### src/rtl/lvds_frame_scheduler_if.sv
// Bus bundle between the frame scheduler, the host image loader, the shared pixel RAM and the LVDS encoder.
interface lvds_frame_scheduler_if #(
    parameter int unsigned ADDR_W = 14
);
    logic              mode_req;
    logic              host_wr_req;
    logic [ADDR_W-1:0] host_wr_addr;
    logic [23:0]       host_wr_data;
    logic              host_wr_ack;
    logic [ADDR_W-1:0] mem_addr;
    logic              mem_we;
    logic [23:0]       mem_wdata;
    logic [23:0]       mem_rdata;
    logic              hsync;
    logic              vsync;
    logic              de;
    logic [7:0]        red;
    logic [7:0]        green;
    logic [7:0]        blue;
    logic              frame_start;
    logic              mode_active;

    // master: the scheduler (drives the RAM port and the video stream)
    modport master (
        input  mode_req, host_wr_req, host_wr_addr, host_wr_data, mem_rdata,
        output host_wr_ack, mem_addr, mem_we, mem_wdata,
        output hsync, vsync, de, red, green, blue, frame_start, mode_active
    );

    modport slave (
        output mode_req, host_wr_req, host_wr_addr, host_wr_data, mem_rdata,
        input  host_wr_ack, mem_addr, mem_we, mem_wdata,
        input  hsync, vsync, de, red, green, blue, frame_start, mode_active
    );
endinterface

### src/rtl/lvds_frame_scheduler.sv
// Raster timing, per-frame pixel-source select and pixel-RAM arbitration for the LVDS encoder (dot clock).
// Optional build macro LVDS_SCHED_WR_VBLANK_ONLY_EN: host writes are granted only during vertical blanking.
module lvds_frame_scheduler #(
    parameter int unsigned H_ACTIVE = 1365,
    parameter int unsigned H_BLANK  = 50,
    parameter int unsigned V_ACTIVE = 768,
    parameter int unsigned V_BLANK  = 12,
    parameter int unsigned IMG_W    = 102,
    parameter int unsigned IMG_H    = 102,
    parameter int unsigned ADDR_W   = 14
) (
    input  logic                   clk,
    input  logic                   rst_n,
    lvds_frame_scheduler_if.master bus
);
    localparam int unsigned H_TOTAL = H_ACTIVE + H_BLANK;
    localparam int unsigned V_TOTAL = V_ACTIVE + V_BLANK;
    localparam int unsigned XW      = $clog2(H_TOTAL);
    localparam int unsigned YW      = $clog2(V_TOTAL);
    localparam int unsigned AW1     = ADDR_W + 1;

    localparam logic [XW-1:0]  X_LAST   = XW'(H_TOTAL - 1);
    localparam logic [XW-1:0]  X_ACT    = XW'(H_ACTIVE);
    localparam logic [XW-1:0]  X_HS_END = XW'(H_ACTIVE + H_BLANK / 2);
    localparam logic [XW-1:0]  X_IMG    = XW'(IMG_W);
    localparam logic [YW-1:0]  Y_LAST   = YW'(V_TOTAL - 1);
    localparam logic [YW-1:0]  Y_ACT    = YW'(V_ACTIVE);
    localparam logic [YW-1:0]  Y_VS_END = YW'(V_ACTIVE + V_BLANK / 2);
    localparam logic [YW-1:0]  Y_IMG    = YW'(IMG_H);
    localparam logic [AW1-1:0] IMG_PIX  = AW1'(IMG_W * IMG_H);

    function automatic logic [2:0] bar_index(input logic [XW-1:0] xv);
        logic [2:0] idx;
        idx = '0;
        for (int k = 1; k < 8; k++)
            if (xv >= XW'((k * H_ACTIVE) / 8)) idx = idx + 3'd1;
        return idx;
    endfunction

    // Bar index bits map straight onto colour channels: bit1 red, bit2 green, bit0 blue.
    function automatic logic [23:0] bar_rgb(input logic [2:0] idx);
        return {{8{idx[1]}}, {8{idx[2]}}, {8{idx[0]}}};
    endfunction

    logic [XW-1:0]     x_p0;
    logic [YW-1:0]     y_p0;
    logic              mode_active_q;

    logic              sof_p0;
    logic              frame_mode;
    logic              hs_p0, vs_p0, de_p0;
    logic              in_rows, in_win, disp_claim, wr_window, grant, addr_ok;
    logic [ADDR_W-1:0] pix_addr;

    logic              hs_p1, vs_p1, de_p1, sof_p1, use_ram_p1;
    logic [23:0]       rgb_p1;
    logic [ADDR_W-1:0] mem_addr_p1;
    logic              mem_we_p1, wr_ack_p1;
    logic [23:0]       mem_wdata_p1;

    logic              hs_p2, vs_p2, de_p2, sof_p2, use_ram_p2;
    logic [23:0]       rgb_p2;
    logic [23:0]       rgb_out;

    // Stage 0: raster counters and frame-level source register
    always_ff @(posedge clk or negedge rst_n) begin
        if (!rst_n) begin
            x_p0          <= '0;
            y_p0          <= '0;
            mode_active_q <= 1'b1;
        end else begin
            if (x_p0 == X_LAST) begin
                x_p0 <= '0;
                y_p0 <= (y_p0 == Y_LAST) ? '0 : y_p0 + YW'(1);
            end else begin
                x_p0 <= x_p0 + XW'(1);
            end
            if (sof_p0) mode_active_q <= bus.mode_req;
        end
    end

    always_comb begin
        sof_p0     = (x_p0 == '0) && (y_p0 == '0);
        // The first pixel of a frame already uses the freshly sampled source.
        frame_mode = sof_p0 ? bus.mode_req : mode_active_q;
        hs_p0      = !((x_p0 > X_ACT) && (x_p0 < X_HS_END));
        vs_p0      = !((y_p0 > Y_ACT) && (y_p0 < Y_VS_END));
        de_p0      = (x_p0 < X_ACT) && (y_p0 < Y_ACT);
        in_rows    = (y_p0 < Y_IMG);
        in_win     = in_rows && (x_p0 < X_IMG);
        disp_claim = !frame_mode && in_win;
`ifdef LVDS_SCHED_WR_VBLANK_ONLY_EN
        wr_window  = (y_p0 >= Y_ACT);
`else
        wr_window  = 1'b1;
`endif
        // A request still held during its own ack cycle must not be granted twice.
        grant      = bus.host_wr_req && !disp_claim && wr_window && !wr_ack_p1;
        addr_ok    = ({1'b0, bus.host_wr_addr} < IMG_PIX);
        pix_addr   = ADDR_W'(32'(y_p0) * IMG_W + 32'(x_p0));
    end

    // Stage 1: RAM request, source select, timing delay
    always_ff @(posedge clk or negedge rst_n) begin
        if (!rst_n) begin
            hs_p1        <= 1'b1;
            vs_p1        <= 1'b1;
            de_p1        <= 1'b0;
            sof_p1       <= 1'b0;
            use_ram_p1   <= 1'b0;
            rgb_p1       <= '0;
            mem_addr_p1  <= '0;
            mem_we_p1    <= 1'b0;
            mem_wdata_p1 <= '0;
            wr_ack_p1    <= 1'b0;
        end else begin
            hs_p1      <= hs_p0;
            vs_p1      <= vs_p0;
            de_p1      <= de_p0;
            sof_p1     <= sof_p0;
            use_ram_p1 <= disp_claim && de_p0;
            if (!de_p0)
                rgb_p1 <= '0;
            else if (frame_mode)
                rgb_p1 <= bar_rgb(bar_index(x_p0));
            else
                rgb_p1 <= in_rows ? 24'hFF0000 : 24'hFFFFFF;
            wr_ack_p1 <= grant;
            mem_we_p1 <= grant && addr_ok;
            if (disp_claim)
                mem_addr_p1 <= pix_addr;
            else if (grant)
                mem_addr_p1 <= bus.host_wr_addr;
            if (grant) mem_wdata_p1 <= bus.host_wr_data;
        end
    end

    // Stage 2: output registers; RAM data arrives here one cycle after its address
    always_ff @(posedge clk or negedge rst_n) begin
        if (!rst_n) begin
            hs_p2      <= 1'b1;
            vs_p2      <= 1'b1;
            de_p2      <= 1'b0;
            sof_p2     <= 1'b0;
            use_ram_p2 <= 1'b0;
            rgb_p2     <= '0;
        end else begin
            hs_p2      <= hs_p1;
            vs_p2      <= vs_p1;
            de_p2      <= de_p1;
            sof_p2     <= sof_p1;
            use_ram_p2 <= use_ram_p1;
            rgb_p2     <= rgb_p1;
        end
    end

    assign rgb_out         = use_ram_p2 ? bus.mem_rdata : rgb_p2;
    assign bus.red         = rgb_out[23:16];
    assign bus.green       = rgb_out[15:8];
    assign bus.blue        = rgb_out[7:0];
    assign bus.hsync       = hs_p2;
    assign bus.vsync       = vs_p2;
    assign bus.de          = de_p2;
    assign bus.frame_start = sof_p2;
    assign bus.mode_active = mode_active_q;
    assign bus.mem_addr    = mem_addr_p1;
    assign bus.mem_we      = mem_we_p1;
    assign bus.mem_wdata   = mem_wdata_p1;
    assign bus.host_wr_ack = wr_ack_p1;
endmodule

### src/flat_wrapper.sv
// flat-port wrapper written by rule: the top's interface ports become plain ports
module lvds_frame_scheduler_flat 
#(
    parameter int unsigned H_ACTIVE = 1365,
    parameter int unsigned H_BLANK  = 50,
    parameter int unsigned V_ACTIVE = 768,
    parameter int unsigned V_BLANK  = 12,
    parameter int unsigned IMG_W    = 102,
    parameter int unsigned IMG_H    = 102,
    parameter int unsigned ADDR_W   = 14
)
  (clk, rst_n, bus_mode_req, bus_host_wr_req, bus_host_wr_addr, bus_host_wr_data, bus_mem_rdata, bus_host_wr_ack, bus_mem_addr, bus_mem_we, bus_mem_wdata, bus_hsync, bus_vsync, bus_de, bus_red, bus_green, bus_blue, bus_frame_start, bus_mode_active);
  lvds_frame_scheduler_if #(.ADDR_W(ADDR_W)) bus_i ();
  input  logic clk;
  input  logic rst_n;
  input wire logic [$bits(bus_i.mode_req)-1:0] bus_mode_req;
  input wire logic [$bits(bus_i.host_wr_req)-1:0] bus_host_wr_req;
  input wire logic [$bits(bus_i.host_wr_addr)-1:0] bus_host_wr_addr;
  input wire logic [$bits(bus_i.host_wr_data)-1:0] bus_host_wr_data;
  input wire logic [$bits(bus_i.mem_rdata)-1:0] bus_mem_rdata;
  output wire logic [$bits(bus_i.host_wr_ack)-1:0] bus_host_wr_ack;
  output wire logic [$bits(bus_i.mem_addr)-1:0] bus_mem_addr;
  output wire logic [$bits(bus_i.mem_we)-1:0] bus_mem_we;
  output wire logic [$bits(bus_i.mem_wdata)-1:0] bus_mem_wdata;
  output wire logic [$bits(bus_i.hsync)-1:0] bus_hsync;
  output wire logic [$bits(bus_i.vsync)-1:0] bus_vsync;
  output wire logic [$bits(bus_i.de)-1:0] bus_de;
  output wire logic [$bits(bus_i.red)-1:0] bus_red;
  output wire logic [$bits(bus_i.green)-1:0] bus_green;
  output wire logic [$bits(bus_i.blue)-1:0] bus_blue;
  output wire logic [$bits(bus_i.frame_start)-1:0] bus_frame_start;
  output wire logic [$bits(bus_i.mode_active)-1:0] bus_mode_active;
  assign bus_i.mode_req = bus_mode_req;
  assign bus_i.host_wr_req = bus_host_wr_req;
  assign bus_i.host_wr_addr = bus_host_wr_addr;
  assign bus_i.host_wr_data = bus_host_wr_data;
  assign bus_i.mem_rdata = bus_mem_rdata;
  assign bus_host_wr_ack = bus_i.host_wr_ack;
  assign bus_mem_addr = bus_i.mem_addr;
  assign bus_mem_we = bus_i.mem_we;
  assign bus_mem_wdata = bus_i.mem_wdata;
  assign bus_hsync = bus_i.hsync;
  assign bus_vsync = bus_i.vsync;
  assign bus_de = bus_i.de;
  assign bus_red = bus_i.red;
  assign bus_green = bus_i.green;
  assign bus_blue = bus_i.blue;
  assign bus_frame_start = bus_i.frame_start;
  assign bus_mode_active = bus_i.mode_active;
  lvds_frame_scheduler #(.H_ACTIVE(H_ACTIVE), .H_BLANK(H_BLANK), .V_ACTIVE(V_ACTIVE), .V_BLANK(V_BLANK), .IMG_W(IMG_W), .IMG_H(IMG_H), .ADDR_W(ADDR_W)) u_core (.clk(clk), .rst_n(rst_n), .bus(bus_i));
endmodule
### config.mk
export PLATFORM = sky130hd
export DESIGN_NAME = lvds_frame_scheduler_flat
export DESIGN_NICKNAME = d
export VERILOG_FILES = /design/src/rtl/lvds_frame_scheduler_if.sv /design/src/rtl/lvds_frame_scheduler.sv /design/src/flat_wrapper.sv
export SDC_FILE = /design/constraint.sdc
export NUM_CORES = 1
export LEC_CHECK = 0
export ABC_CLOCK_PERIOD_IN_PS = 6300
export BUFFER_PORTS_ARGS = -buffer_cell sky130_fd_sc_hd__buf_2
export CAP_MARGIN = 15
export CELL_PAD_IN_SITES_DETAIL_PLACEMENT = 1
export CELL_PAD_IN_SITES_GLOBAL_PLACEMENT = 1
export CORE_UTILIZATION = 40
export DETAILED_ROUTE_END_ITERATION = 10
export PLACE_DENSITY = 0.8
export SYNTH_ARGS = -nofsm -noshare
export SYNTH_HDL_FRONTEND = slang
export SYNTH_SLANG_ARGS = --single-unit
### constraint.sdc
create_clock -name clk -period 6.3 [get_ports clk]
set_input_delay 0.63 -clock clk [delete_from_list [all_inputs] [get_ports clk]]
set_output_delay 0.63 -clock clk [all_outputs]
set_load 0.005 [all_outputs]
==> results.sh, run 1 <==
export IMPL_hold_viol=0
export IMPL_synth_area_um2=5780
export IMPL_r2r_start="u_core.x_p0[8]"
export IMPL_p_int_mw=0.932
export IMPL_cts_hold_buffers=0
export IMPL_syn_inst=618
export IMPL_cts_buffers=9
export IMPL_grt_pass1_vias=5460
export IMPL_synthFlopType="dfrtp_1"
export IMPL_synth_area_leaders="dfrtp_1 (32%), ha_1 (13%), nand2_1 (5.1%)"
export IMPL_period_needed_ns=5.07
export IMPL_place_congestion=0.930
export IMPL_endpoint="u_core.rgb_p1[15]"
export IMPL_synth_cell_types=67
export IMPL_cts_tree="done"
export IMPL_hp_start="u_core.rgb_p1[22]"
export IMPL_avgSynthCellArea_um2=9.35
export IMPL_maxCapViolations=0
export IMPL_finalSetupTns_ns=0
export IMPL_wl_mm=17.8
export IMPL_power_mw=1.27
export IMPL_nets=877
export IMPL_finalSetupViolCount=0
export IMPL_clock_latency_ns=0.36
export IMPL_setup_worst_path_end_class="flip-flop"
export IMPL_yosysMostFrequentCell="nand2_1"
export IMPL_wl_per_cell_um=19.3
export IMPL_final_core_util=0.491
export IMPL_core_area_um2=14000
export IMPL_reg2reg_depth=21
export IMPL_slew_headroom=0.241
export IMPL_crit_type="reg -> reg"
export IMPL_ys_seq_area_frac=0.339
export IMPL_yosysWarnings=0
export IMPL_seqPwrFrac=0.442
export IMPL_post_cts_resize_count=0
export IMPL_clk_pin_slew_ns=0.07
export IMPL_seqCellArea_um2=1960
export IMPL_vias=5104
export IMPL_slew_violations=0
export IMPL_clock_power_share=0.437
export IMPL_final_antenna_net_count=0
export IMPL_finClkSkew_ns=0.0125
export IMPL_die_area_um2=14900
export IMPL_p_comb_frac=0.121
export IMPL_n_fill_cell=1650
export IMPL_viasPerCell=5.53
export IMPL_vdd_ir_drop_worst_mv=0.176
export IMPL_synth_seq_cells=78
export IMPL_syn2layout_area_growth_pct=18.9
export IMPL_hold_class="reg -> reg"
export IMPL_dr_pass1_iters=4
export IMPL_antenna_found_initial=0
export IMPL_reg2reg_to="u_core.rgb_p1[15]"
export IMPL_initial_core_util=0.413
export IMPL_p_sw_frac=0.265
export IMPL_overflow=0
export IMPL_outcome="finished, final reports clean"
export IMPL_synthArstFlopShare=1.00
export IMPL_drt_iter0_drc=251
export IMPL_die_w_um=122
export IMPL_r2r_slack_ns=1.23
export IMPL_cts_max_level=3
export IMPL_antennaDiodeCount=0
export IMPL_die_h_um=122
export IMPL_max_freq_mhz=197
export IMPL_cp_arrival_ns=5.29
export IMPL_drive_gt1_frac=0.257
export IMPL_grtUsageTotal=0.246
export IMPL_clock_sinks=78
export IMPL_timing_final_crit_share=0.804
export IMPL_p_switching_mw=0.335
export IMPL_portBuffers=134
export IMPL_power_density_nw_per_um2=184
export IMPL_critical_path_required_ns=6.53
export IMPL_worstMarginPinSlew_ns=1.14
export IMPL_netlist_top_cells_count="nand2_1 (79), dfrtp_1 (73), ha_1 (61)"
export IMPL_multi_input_area_um2=3500
export IMPL_ios=135
export IMPL_grt_start_max_net_pins=79
export IMPL_leakagePower_nw=3.53
export IMPL_num_rows=43
export IMPL_dp_hpwl_mm=14.1
export IMPL_clockBufferDepth=2
export IMPL_critPathLaunchType="flip-flop"
export IMPL_root_buffer="clkbuf_16"
export IMPL_synth_top_area_share=0.316
export IMPL_grt_pass1_wl_mm=28.0
export IMPL_synth_edf_count=0
export IMPL_critPathMaxFanout=12
export IMPL_route_detailed_drc=0
export IMPL_critPathLaunch="u_core.x_p0[8]"
export IMPL_cts_setup_buffers=0
export IMPL_synth_nets=757
export IMPL_yosysTopAreaCell="dfrtp_1"
export IMPL_rsz0062_at_grt="no"
[stage by stage]
step                setup WS [ns]  std cells  instance area [um^2]  hold slack [ns]
global placement             1.63        907                  6560            0.333
finish                       1.23        923                  6870            0.353
floorplan                    1.81        618                  5780            0.331
CTS                          1.25        923                  6870            0.351
global route                0.761        923                  6870            0.356
detailed placement           1.26        907                  6560            0.336
[power by group through the flow]
stage	Sequential, mW	Clock (mW)	Combinational, mW
after floorplan	0.566	0	0.0596
after global placement	0.564	0	0.147
after detailed placement	0.569	0	0.156
after CTS	0.560	0.567	0.157
after global routing	0.565	0.584	0.169
final	0.560	0.553	0.153
[per-layer routing]
layer	share of wire	up-vias	GRT usage
li1	-	2413	-
met3	0.067	28	0.0712
met1	0.40	2501	0.276
met4	0.020	0	0.0686
met2	0.51	162	0.448
met5	0	-	0
[worst min-delay path by stage]
stage | end | cells past startpoint
global route | u_core.bus.hsync | 0
detailed placement | u_core.rgb_p2[22] | 0
global placement | u_core.rgb_p2[7] | 0
finish | u_core.rgb_p2[22] | 0
floorplan | u_core.bus.de | 0
CTS | u_core.rgb_p2[22] | 0
[worst max-delay path, cell delays in order, from the launching register on]
cell and delay (ns):
dfrtp_1 0.56, inv_1 0.19, a22oi_1 0.52, nor3_1 0.14, ha_1 0.38, xnor2_1 0.27, ha_1 0.29, mux2_2 0.30
ha_1 0.29, inv_1 0.08, a21oi_1 0.07, ha_1 0.31, nor2_1 0.05, a31oi_1 0.21, nor2b_1 0.17, ha_1 0.21
nand2b_1 0.12, a21oi_1 0.06, a41o_1 0.21, nor3b_1 0.27, nand2b_1 0.15, o211ai_1 0.08
[state kept, by name (all words and copies together) (netlist names), 3 cells and up]
signal                cells
u_core.bus.mem_wdata     24
u_core.bus.mem_addr      14
u_core.x_p0              11
u_core.y_p0              10
u_core.rgb_p1             3
u_core.rgb_p2             3
[cell usage in the layout, fill, tap and decap left out, types with 11 or more instances in the layout]
cell type	n
fa_1	12
nand4_1	13
a21oi_1	18
nor2_1	33
o21ai_0	25
a21o_1	11
buf_2	133
nand3_1	15
inv_1	53
nand2_1	79
ha_1	61
dfrtp_1	73
xnor2_1	21
mux2_2	25
[layout make-up]
class	count	area share
multi-input combinational	461	0.509
inverter	54	0.0295
tap	180	0.0328
clock inverter	7	0.0126
clock buffer	9	0.0328
timing repair buffer	134	0.0980
sequential	78	0.285
[logic make-up (layout without fill, tap and decap cells)]
kind of cell	Yosys count	in the layout	synth area share
AOI/OAI and AO/OA	125	125	0.156
xor gates and xnor gates	31	31	0.0470
adders and majority gates	74	74	0.175
buffers and inverters	79	204	0.0554
DFF	78	78	0.339
muxes	31	31	0.0591
and+or+nand+nor	200	200	0.169
Power figures use the tool's default switching activity.
==> inputs of run 2 (changes only) <==
- ABC_CLOCK_PERIOD_IN_PS: 6300 -> 4900
- clock period: 6.3 -> 4.9 ns (I/O delays scaled with it)
==> results.sh, run 2 (same netlist as run 1, synthesis figures left out) <==
export IMPL_crit_type="reg -> reg"
export IMPL_syn2layout_area_growth_pct=21.7
export IMPL_finClkSkew_ns=0.0111
export IMPL_cp_arrival_ns=4.91
export IMPL_route_detailed_drc=0
export IMPL_ios=135
export IMPL_clock_sinks=78
export IMPL_antennaDiodeCount=0
export IMPL_p_int_mw=1.14
export IMPL_drive_gt1_frac=0.290
export IMPL_final_cell_mix="buf_2 (133), nand2_1 (79), dfrtp_1 (69)"
export IMPL_critPathLaunchType="flip-flop"
export IMPL_n_fill_cell=1648
export IMPL_finalSetupViolCount=0
export IMPL_seqPwrFrac=0.462
export IMPL_vias=5233
export IMPL_root_buffer="clkbuf_16"
export IMPL_endpoint="u_core.rgb_p1[15]"
export IMPL_antenna_found_initial=0
export IMPL_largest_reg_flops=24
export IMPL_clock_power_share=0.410
export IMPL_viasPerCell=5.57
export IMPL_maxCapViolations=0
export IMPL_seqCellArea_um2=1960
export IMPL_holdWs_ns=0.281
export IMPL_critPathMaxFanout=8
export IMPL_wl_per_cell_um=19.3
export IMPL_dpl_cell_area_um2=6630
export IMPL_p_sw_frac=0.265
export IMPL_p_comb_frac=0.128
export IMPL_die_area_um2=14900
export IMPL_grtUsageTotal=0.241
export IMPL_final_common_cell="buf_2"
export IMPL_crit_slowest_cell="dfrtp_2"
export IMPL_multi_input_area_um2=3550
export IMPL_wl_mm=18.1
export IMPL_layout_cells_non_filler=939
export IMPL_final_core_util=0.503
export IMPL_vdd_ir_drop_worst_mv=0.185
export IMPL_grt_pass1_wl_mm=28.0
export IMPL_reg2reg_depth=24
export IMPL_finalSetupTns_ns=0
export IMPL_setup_worst_path_end_class="flip-flop"
export IMPL_nets=893
export IMPL_max_freq_mhz=213
export IMPL_cts_buffers=9
export IMPL_pre_cts_ws_ns=-0.142
export IMPL_reg2reg_to="u_core.rgb_p1[15]"
export IMPL_power_mw=1.55
export IMPL_overflow=0
export IMPL_r2r_slack_ns=0.20
export IMPL_hold_viol=0
export IMPL_place_congestion=0.865
export IMPL_clock_latency_ns=0.34
export IMPL_dr_pass1_iters=4
export IMPL_clockBufferDepth=2
export IMPL_critical_path_required_ns=5.11
export IMPL_cts_tree="done"
export IMPL_num_rows=43
export IMPL_hold_class="in -> async"
export IMPL_fin_ws_ns=0.197
export IMPL_placedCellCount=916
export IMPL_die_h_um=122
export IMPL_worstMarginPinSlew_ns=1.03
export IMPL_path_common_cell="ha_1"
export IMPL_slew_headroom=0.314
export IMPL_core_area_um2=14000
export IMPL_drt_iter0_drc=292
export IMPL_period_needed_ns=4.70
export IMPL_grt_pass1_vias=5493
export IMPL_r2r_start="u_core.x_p0[1]"
export IMPL_slew_violations=0
export IMPL_portBuffers=134
export IMPL_clk_pin_slew_ns=0.06
export IMPL_crit_chain="inv_1, ha_1, and4_2, o21ai_0, nand2_1, inv_1, ha_1, xnor2_2, ha_1, mux2_2, ha_1, inv_1, a21oi_1, ha_1, nor2_1, a31oi_1, nor2b_2, ha_1, nand2b_1, a21oi_1, a41o_1, nor3b_2, nand2b_1, o211ai_1"
export IMPL_die_w_um=122
export IMPL_timing_final_crit_share=0.960
export IMPL_p_switching_mw=0.412
export IMPL_dp_hpwl_mm=14.0
export IMPL_final_antenna_net_count=0
export IMPL_critPathLaunch="u_core.x_p0[1]"
export IMPL_initial_core_util=0.413
export IMPL_power_density_nw_per_um2=221
export IMPL_grt_start_max_net_pins=79
export IMPL_cts_max_level=3
export IMPL_outcome="finished, final reports clean"
export IMPL_fin_area_um2=7030
export IMPL_leakagePower_nw=3.62
export IMPL_max_stage_delay_ns=0.45
[run 2: worst min-delay path by stage]
stage | to | start | slack (ns)
after floorplan | u_core.bus.de | rst_n | 0.19
after global placement | u_core.rgb_p2[7] | u_core.rgb_p1[7] | 0.33
after detailed placement | u_core.rgb_p2[7] | u_core.rgb_p1[7] | 0.34
after CTS | u_core.rgb_p2[7] | u_core.rgb_p1[7] | 0.35
after global routing | u_core.bus.hsync | u_core.hs_p1 | 0.36
final | u_core.y_p0[7] | rst_n | 0.28
[run 2: routing by layer]
layer	wire (um)	GRT usage	vias up
li1	-	-	2452
met1	7500	0.283	2583
met2	9020	0.429	169
met3	1190	0.0585	29
met4	396	0.0755	0
met5	0	0	-
[run 2: critical path: cells and delay by family (launching register included)]
| kind | cells | cell delay [ns] |
|---|---|---|
| fa+ha+maj | 6 | 1.54 |
| simple gates | 7 | 1.01 |
| compound gates | 6 | 0.81 |
| flops | 1 | 0.45 |
| mux | 1 | 0.30 |
| buf+inv | 3 | 0.27 |
| xor+xnor | 1 | 0.17 |
[run 2: power by group through the flow]
| stage | Sequential (mW) | Clock, mW | Combinational, mW |
|---|---|---|---|
| after global placement | 0.725 | 0 | 0.188 |
| after CTS | 0.718 | 0.652 | 0.200 |
| after detailed placement | 0.730 | 0 | 0.198 |
| after floorplan | 0.728 | 0 | 0.0766 |
| final | 0.718 | 0.637 | 0.199 |
| after global routing | 0.723 | 0.682 | 0.218 |
[run 2: final cells by class]
class	instances	area share
Inverter	54	0.0288
Multi-Input combinational cell	461	0.505
Sequential cell	78	0.279
Clock buffer	9	0.0320
Tap cell	180	0.0320
Timing Repair Buffer	150	0.116
Clock inverter	7	0.00783
[run 2: timing repair]
| item | 4_1_cts | 5_1_grt |
|---|---|---|
| pin swaps | 0 | 1 |
| hold buffers | 0 | 0 |
| endpoints found under the setup margin | 1 | 1 |
| setup buffers | 0 | 6 |
| gates resized for setup | 6 | 9 |
